<file path="src/rtl/alu_issue_arbiter.sv">
// Round-robin issue of two requesters onto one shared combinational ALU.
// Two pipeline stages: E (operands driving the ALU) and W (registered response).
module alu_issue_arbiter #(
    parameter int XLEN = 32,
    parameter int TAGW = 4
) (
    input  logic            iClk,
    input  logic            iRst,
    input  logic            iReqValid0,
    output logic            oReqReady0,
    input  logic [3:0]      iReqOp0,
    input  logic [XLEN-1:0] iReqA0,
    input  logic [XLEN-1:0] iReqB0,
    input  logic [TAGW-1:0] iReqTag0,
    input  logic            iReqValid1,
    output logic            oReqReady1,
    input  logic [3:0]      iReqOp1,
    input  logic [XLEN-1:0] iReqA1,
    input  logic [XLEN-1:0] iReqB1,
    input  logic [TAGW-1:0] iReqTag1,
    output logic [3:0]      oAluOP,
    output logic [XLEN-1:0] oAluA,
    output logic [XLEN-1:0] oAluB,
    input  logic [XLEN-1:0] iAluC,
    output logic            oRspValid,
    input  logic            iRspReady,
    output logic [XLEN-1:0] oRspC,
    output logic [TAGW-1:0] oRspTag,
    output logic            oRspId,
    output logic            oRspErr,
    output logic            oBusy
);

    logic            r_ptr;
    logic            r_eValid;
    logic [3:0]      r_eOp;
    logic [XLEN-1:0] r_eA;
    logic [XLEN-1:0] r_eB;
    logic [TAGW-1:0] r_eTag;
    logic            r_eId;
    logic            r_eErr;
    logic            r_wValid;
    logic [XLEN-1:0] r_wC;
    logic [TAGW-1:0] r_wTag;
    logic            r_wId;
    logic            r_wErr;

    logic            w_wAdv;
    logic            w_eLoad;
    logic            w_grant0;
    logic            w_grant1;
    logic            w_accept0;
    logic            w_accept1;
    logic            w_accept;
    logic            w_selId;
    logic [3:0]      w_selOp;
    logic [XLEN-1:0] w_selA;
    logic [XLEN-1:0] w_selB;
    logic [TAGW-1:0] w_selTag;
    logic            w_selErr;

    // Pipeline flow control and round-robin grant; ready is masked during reset.
    always_comb begin
        w_wAdv    = ~r_wValid | iRspReady;
        w_eLoad   = ~r_eValid | w_wAdv;
        w_grant0  = iReqValid0 & (~iReqValid1 | ~r_ptr);
        w_grant1  = iReqValid1 & (~iReqValid0 | r_ptr);
        w_accept0 = w_grant0 & w_eLoad & ~iRst;
        w_accept1 = w_grant1 & w_eLoad & ~iRst;
        w_accept  = w_accept0 | w_accept1;
        w_selId   = w_accept1;
        w_selOp   = w_selId ? iReqOp1  : iReqOp0;
        w_selA    = w_selId ? iReqA1   : iReqA0;
        w_selB    = w_selId ? iReqB1   : iReqB0;
        w_selTag  = w_selId ? iReqTag1 : iReqTag0;
        w_selErr  = (w_selOp > 4'd9);
    end

    always_ff @(posedge iClk) begin
        if (iRst) begin
            r_ptr <= 1'b0;
        end else if (w_accept) begin
            r_ptr <= ~w_selId;
        end
    end

    // Illegal ops are squashed to add 0,0 so their encoding never reaches the ALU.
    always_ff @(posedge iClk) begin
        if (iRst) begin
            r_eValid <= 1'b0;
            r_eOp    <= '0;
            r_eA     <= '0;
            r_eB     <= '0;
            r_eTag   <= '0;
            r_eId    <= 1'b0;
            r_eErr   <= 1'b0;
        end else if (w_eLoad) begin
            r_eValid <= w_accept;
            if (w_accept) begin
                r_eOp  <= w_selErr ? 4'd0 : w_selOp;
                r_eA   <= w_selErr ? '0 : w_selA;
                r_eB   <= w_selErr ? '0 : w_selB;
                r_eTag <= w_selTag;
                r_eId  <= w_selId;
                r_eErr <= w_selErr;
            end
        end
    end

    always_ff @(posedge iClk) begin
        if (iRst) begin
            r_wValid <= 1'b0;
            r_wC     <= '0;
            r_wTag   <= '0;
            r_wId    <= 1'b0;
            r_wErr   <= 1'b0;
        end else if (w_wAdv) begin
            r_wValid <= r_eValid;
            if (r_eValid) begin
                r_wC   <= r_eErr ? '0 : iAluC;
                r_wTag <= r_eTag;
                r_wId  <= r_eId;
                r_wErr <= r_eErr;
            end
        end
    end

    assign oReqReady0 = w_accept0;
    assign oReqReady1 = w_accept1;
    assign oAluOP     = r_eOp;
    assign oAluA      = r_eA;
    assign oAluB      = r_eB;
    assign oRspValid  = r_wValid;
    assign oRspC      = r_wC;
    assign oRspTag    = r_wTag;
    assign oRspId     = r_wId;
    assign oRspErr    = r_wErr;
    assign oBusy      = r_eValid | r_wValid;

endmodule
</file>
<file path="config.mk">
export PLATFORM = sky130hd
export DESIGN_NAME = alu_issue_arbiter
export DESIGN_NICKNAME = d
export VERILOG_FILES = /design/src/rtl/alu_issue_arbiter.sv
export SDC_FILE = /design/constraint.sdc
export NUM_CORES = 1
export LEC_CHECK = 0
export CAP_MARGIN = 20
export CORE_UTILIZATION = 39
export CTS_BUF_LIST = sky130_fd_sc_hd__clkbuf_2 sky130_fd_sc_hd__clkbuf_4 sky130_fd_sc_hd__clkbuf_8
export DETAILED_ROUTE_END_ITERATION = 8
export MAX_ROUTING_LAYER = met4
export PLACE_DENSITY = 0.83
export SYNTH_ARGS = -nofsm -noshare
export SYNTH_HDL_FRONTEND = slang
export SYNTH_SLANG_ARGS = --single-unit
</file>
<file path="constraint.sdc">
create_clock -name iClk -period 2.32 [get_ports iClk]
set_clock_uncertainty 0.2 [all_clocks]
set_input_delay 0.232 -clock iClk [delete_from_list [all_inputs] [get_ports iClk]]
set_output_delay 0.232 -clock iClk [all_outputs]
set_load 0.005 [all_outputs]
</file>
==> results of run 1 <==
report_power, final:
part | internal, mW | total, mW | switching, mW
sequential | 2.10 | 2.18 | 0.0841
clock | 1.33 | 2.13 | 0.800
combinational | 0.632 | 0.994 | 0.362
total | 4.06 | 5.31 | 1.25
worst max-delay path: stages:
cell and delay (ns):
clkdlybuf4s50_1 0.46, buf_4 0.17, a21bo_2 0.23, nor3_1 0.15, clkdlybuf4s50_1 0.53
worst max-delay path by stage:
stage	slack (ns)	depth (start not counted)	start	end
after CTS	0.06	4	r_eValid	oReqReady1
after global placement	0.06	6	iReqOp0[2]	oAluB[5]
final	0.12	5	iReqValid1	oReqReady0
after detailed placement	-0.003	6	iReqOp0[2]	oAluB[10]
after floorplan	0.65	6	oRspValid	oAluA[0]
after global routing	0.03	4	r_ptr	oReqReady1
per-stage QoR:
stage,setup WS (ns),std cells
detailed placement,-0.00338,896
floorplan,0.650,462
global route,0.0324,928
CTS,0.0582,927
global placement,0.0606,896
finish,0.118,928
area by class of cell:
cell class              instances  area (sq um)  share of cell area, %
repair buffers                308          3110                   36.8
multi-input cells             304          2360                   28.0
flip-flops and latches        115          2300                   27.3
clock buffers                  20           269                   3.18
well taps                     168           210                   2.49
clock inverters                10           181                   2.15
inverters                       3          11.3                  0.133
routing by layer:
| layer | vias to the layer above | global-route usage (%) |
|---|---|---|
| li1 | 2265 | - |
| met1 | 2210 | 26.4 |
| met2 | 214 | 42.0 |
| met3 | 32 | 7.33 |
| met4 | 0 | 10.3 |
| met5 | - | - |
kinds of logic (layout without fill, tap and decap cells):
| logic type | after synthesis | in the layout | synth area share [%] |
|---|---|---|---|
| compound gates | 123 | 123 | 22.4 |
| buf+inv | 43 | 341 | 4.84 |
| flops | 115 | 115 | 47.1 |
| mux | 64 | 64 | 13.1 |
| simple gates | 117 | 117 | 12.5 |
cells in the mapped netlist:
| library cell | instances | area [sq um] |
|---|---|---|
| dfxtp_1 | 115 | 2300 |
| mux2i_1 | 64 | 641 |
| nand2_1 | 55 | 206 |
| a21oi_1 | 44 | 220 |
| o2bb2ai_1 | 34 | 298 |
| nand3b_1 | 33 | 248 |
| o2bb2ai_2 | 30 | 450 |
| buf_2 | 15 | 75.1 |
| clkbuf_1 | 11 | 41.3 |
| nor2_1 | 10 | 37.5 |
| buf_6 | 7 | 78.8 |
| a311oi_1 | 6 | 52.6 |
| buf_1 | 6 | 22.5 |
| nand3_1 | 4 | 20.0 |
| a32oi_1 | 3 | 26.3 |
| nor3_1 | 3 | 15.0 |
| o21ai_0 | 3 | 15.0 |
| inv_1 | 2 | 7.51 |
| nand2b_1 | 2 | 12.5 |
| or3_1 | 2 | 12.5 |
| a21bo_2 | 1 | 10.0 |
| a21boi_0 | 1 | 7.51 |
| a311oi_2 | 1 | 15.0 |
| and2_1 | 1 | 6.26 |
| and2b_1 | 1 | 7.51 |
| and3b_1 | 1 | 8.76 |
| buf_4 | 1 | 7.51 |
| clkinv_1 | 1 | 3.75 |
| nor2_2 | 1 | 6.26 |
| nor3_2 | 1 | 10.0 |
| nor4_1 | 1 | 6.26 |
| or2_2 | 1 | 6.26 |
| or4_1 | 1 | 7.51 |
state kept, by name, indices dropped and copies added, names as in the netlist, 4 cells and up:
name and count:
oAluB 32, oAluOP 4, r_eTag 4, oAluA 32, oRspTag 4, oRspC 32
timing repair:
| item | 4_1_cts | 5_1_grt |
|---|---|---|
| resized for setup | 0 | 2 |
| setup endpoints to repair | 0 | 1 |
| endpoints found under the hold margin | 5 | 0 |
| setup buffers | 0 | 1 |
| hold buffers | 1 | 0 |
==> flow_metrics.tcl, run 1 <==
set metrics [dict create \
    top_layer "met4" \
    final_common_cell "clkdlybuf4s50_1" \
    placed_area_sq_mm 0.00798 \
    synth_cells 462 \
    dp_hpwl_microns 11400 \
    drt_wl_total_microns 15500 \
    vias 4721 \
    antenna_found_initial 0 \
    status "finished clean" \
    grt_pass1_vias 4815 \
    setup_viol 0 \
    area_growth_pct 73.0 \
    rr_endpoint "oAluB[10]" \
    worst_pin_slew_ns 0.854 \
    syn-cell-area_sq_mm 0.00488 \
    crit_required_ns 1.89 \
    detail_route.iter0.violations 235 \
    whs_endpoint "oAluOP[1]" \
    synth.net_count 643 \
    root_buffer "clkbuf_8" \
    maxSlewViolCount 0 \
    hold_class "in -> reg" \
    ios 291 \
    crit_fanout 3 \
    htree_levels 4 \
    met2_length_microns 7800 \
    gr-total-overflow 0 \
    wl_met3_microns 1230 \
    viasPerCell 5.09 \
    cts_tree "done" \
    ant_nets 0 \
    powerDensity_mw_per_mm2 628 \
    die_w_microns 114 \
    wl_met1_microns 6060 \
    firstDrtPassIters 4 \
    yosysSeqAreaShare_pct 47.1 \
    io_buffer_count 290 \
    p_total_mw 5.31 \
    cts_buffers 17 \
    ys_seq_elements 115 \
    whs_ns 0.0695 \
    crit_type "in -> out" \
    final_nets 930 \
    antenna_cells 0 \
    avgSynthCellArea_sq_um 10.6 \
    wl_per_cell_microns 16.7 \
    fin_util_pct 69.8 \
    reg2reg_depth 5 \
    rows 40 \
    whs_path_depth 4 \
    layout_common_cells "clkdlybuf4s50_1, dfxtp_1, mux2i_1" \
    grt_max_degree 41 \
    clock-sinks 115 \
    min_from "iRst" \
    start_util_pct 40.3 \
    ir_drop_uv 379 \
    cap_violations 0 \
    grt_usage_pct 24.5 \
    cp.arrival_ns 1.77 \
    die_area_sq_mm 0.0130 \
    rsz0062_at_grt "false" \
    synth_warnings 0 \
    drive_gt1_share_pct 11.4 \
    min_period_ns 2.20 \
    fp.coreArea_sq_mm 0.0121 \
    fin_area_sq_mm 0.00845 \
    cp-end-kind "primary output" \
    relSlewSlack_pct 43.0 \
    finalSetupTns_ns 0 \
    hold_viol_final 0 \
    period_share_pct 94.9 \
    fmax_mhz 454 \
    grt_pass1_wl_microns 24000 \
    power_leakage_nw 3.37 \
    drc 0 \
    reg2reg_from "r_ptr" \
    clock_path_buffers 2 \
    die_y_microns 114 \
    fill_cells 920 \
    place_congestion 0.844 \
    cp-start-kind "input pin" \
    r2r_slack_ns 0.40 \
    ys_types 33 \
    path_clk_slew_ns 0.07 \
    insertion_delay_ns 0.41 \
]
(Power assumes the default switching activity.)
==> run 2: changes to the inputs <==
--- a/config.mk
+++ b/config.mk
@@ -6,6 +6,7 @@
 export NUM_CORES = 1
 export LEC_CHECK = 0
 export CAP_MARGIN = 20
+export CORE_ASPECT_RATIO = 0.9
 export CORE_UTILIZATION = 39
 export CTS_BUF_LIST = sky130_fd_sc_hd__clkbuf_2 sky130_fd_sc_hd__clkbuf_4 sky130_fd_sc_hd__clkbuf_8
 export DETAILED_ROUTE_END_ITERATION = 8
==> flow_metrics.tcl, run 2 (same netlist as run 1, synthesis figures left out) <==
set metrics [dict create \
    antenna_cells 0 \
    grt_usage_pct 24.5 \
    gr-total-overflow 0 \
    final_nets 929 \
    period_share_pct 96.8 \
    layout_common_cells "clkdlybuf4s50_1, dfxtp_1, mux2i_1" \
    cap_violations 0 \
    rsz0062_at_grt "false" \
    cp.arrival_ns 1.81 \
    hold_class "in -> reg" \
    drt_wl_total_microns 15400 \
    area_growth_pct 72.3 \
    crit_start "oRspValid" \
    path_buf_inv 1 \
    worst_pin_slew_ns 0.921 \
    grt_pass1_vias 4787 \
    cp-start-kind "flip-flop" \
    grt_pass1_wl_microns 23900 \
    die_w_microns 120 \
    min_from "iRst" \
    final_common_cell "clkdlybuf4s50_1" \
    max_stage_delay_ns 0.58 \
    fin_util_pct 69.4 \
    drive_gt1_share_pct 11.4 \
    clock_path_buffers 2 \
    cts_tree "done" \
    ios 291 \
    place_congestion 0.830 \
    viasPerCell 5.08 \
    cts_buffers 17 \
    slowest_stage "clkdlybuf4s50_1" \
    crit_fanout 8 \
    grt_max_degree 65 \
    finalSetupTns_ns 0 \
    drc 0 \
    crit_family "buffers and inverters" \
    detail_route.iter0.violations 270 \
    root_buffer "clkbuf_8" \
    start_util_pct 40.3 \
    hold_viol_final 0 \
    path_clk_slew_ns 0.07 \
    fmax_mhz 445 \
    powerDensity_mw_per_mm2 622 \
    dp_hpwl_microns 11600 \
    rows 38 \
    relSlewSlack_pct 38.5 \
    power_leakage_nw 3.34 \
    die_y_microns 108 \
    ant_nets 0 \
    ir_drop_uv 386 \
    vias 4676 \
    fin_area_sq_mm 0.00841 \
    crit_required_ns 1.89 \
    wl_per_cell_microns 16.7 \
    io_buffer_count 290 \
    status "finished clean" \
    maxSlewViolCount 0 \
    crit_chain "and3b_1 > nor3_1 > clkdlybuf4s50_1" \
    cp-end-kind "primary output" \
    setup_viol 0 \
    firstDrtPassIters 4 \
    clock-sinks 115 \
    insertion_delay_ns 0.41 \
    htree_levels 4 \
    crit_type "reg -> out" \
    reg2reg_from "r_ptr" \
    antenna_found_initial 0 \
    placed_area_sq_mm 0.00795 \
    fp.coreArea_sq_mm 0.0121 \
    postCtsHoldBufs 0 \
    die_area_sq_mm 0.0130 \
    min_period_ns 2.25 \
]
## run 2: cell type report
cell class                      instances  area [sq um]
Clock buffer                           18           248
Clock inverter                         14           200
Fill cell                             909          3710
Tap cell                              160           200
Multi-Input combinational cell        304          2360
Inverter                                3          11.3
Sequential cell                       115          2300
Timing Repair Buffer                  307          3090
## run 2: per-stage QoR
stage | instances | hold slack [ns] | total power [mW] | setup slack (ns)
3_5_place_dp | 887 | 0.242 | 3.21 | 0.0177
5_1_grt | 921 | 0.104 | 5.46 | 0.00461
4_1_cts | 919 | 0.0950 | 5.29 | 0.0628
3_3_place_gp | 887 | 0.238 | 3.18 | 0.0927
6_report | 921 | 0.133 | 5.23 | 0.0738
2_1_floorplan | 462 | 0.148 | 2.58 | 0.650
## run 2: metal layers
metal  global-route usage [%]  routed length, microns  vias to the layer above
met5                        -                       0                        -
met4                     9.02                     318                        0
met3                     6.80                    1090                       23
met2                     43.9                    7950                      196
met1                     25.6                    6000                     2195
li1                         -                       -                     2262
## run 2: timing repair
item                                    4_1_cts  5_1_grt
endpoints found under the setup margin        0        1
gates resized for setup                       0        0
buffers inserted                              0        2
hold endpoints to repair                      0        0
## run 2: power by group
group / internal [mW] / switching, mW / total [mW]
Clock: 1.21 / 0.854 / 2.07
Sequential: 2.09 / 0.0849 / 2.18
Combinational: 0.628 / 0.361 / 0.990
## run 2: worst min-delay path, cell delays in order
cell and delay (ns):
buf_2 0.12, buf_4 0.22, a21oi_1 0.13
## run 2: path summary, 6_finish.rpt
check | cells past startpoint | slack, ns | end
hold reg to reg | 2 | 0.25 | oRspC[22]
setup reg to reg | 5 | 0.40 | oAluA[23]
setup / recovery | 3 | 0.07 | oReqReady0
hold / removal | 3 | 0.13 | oRspC[1]
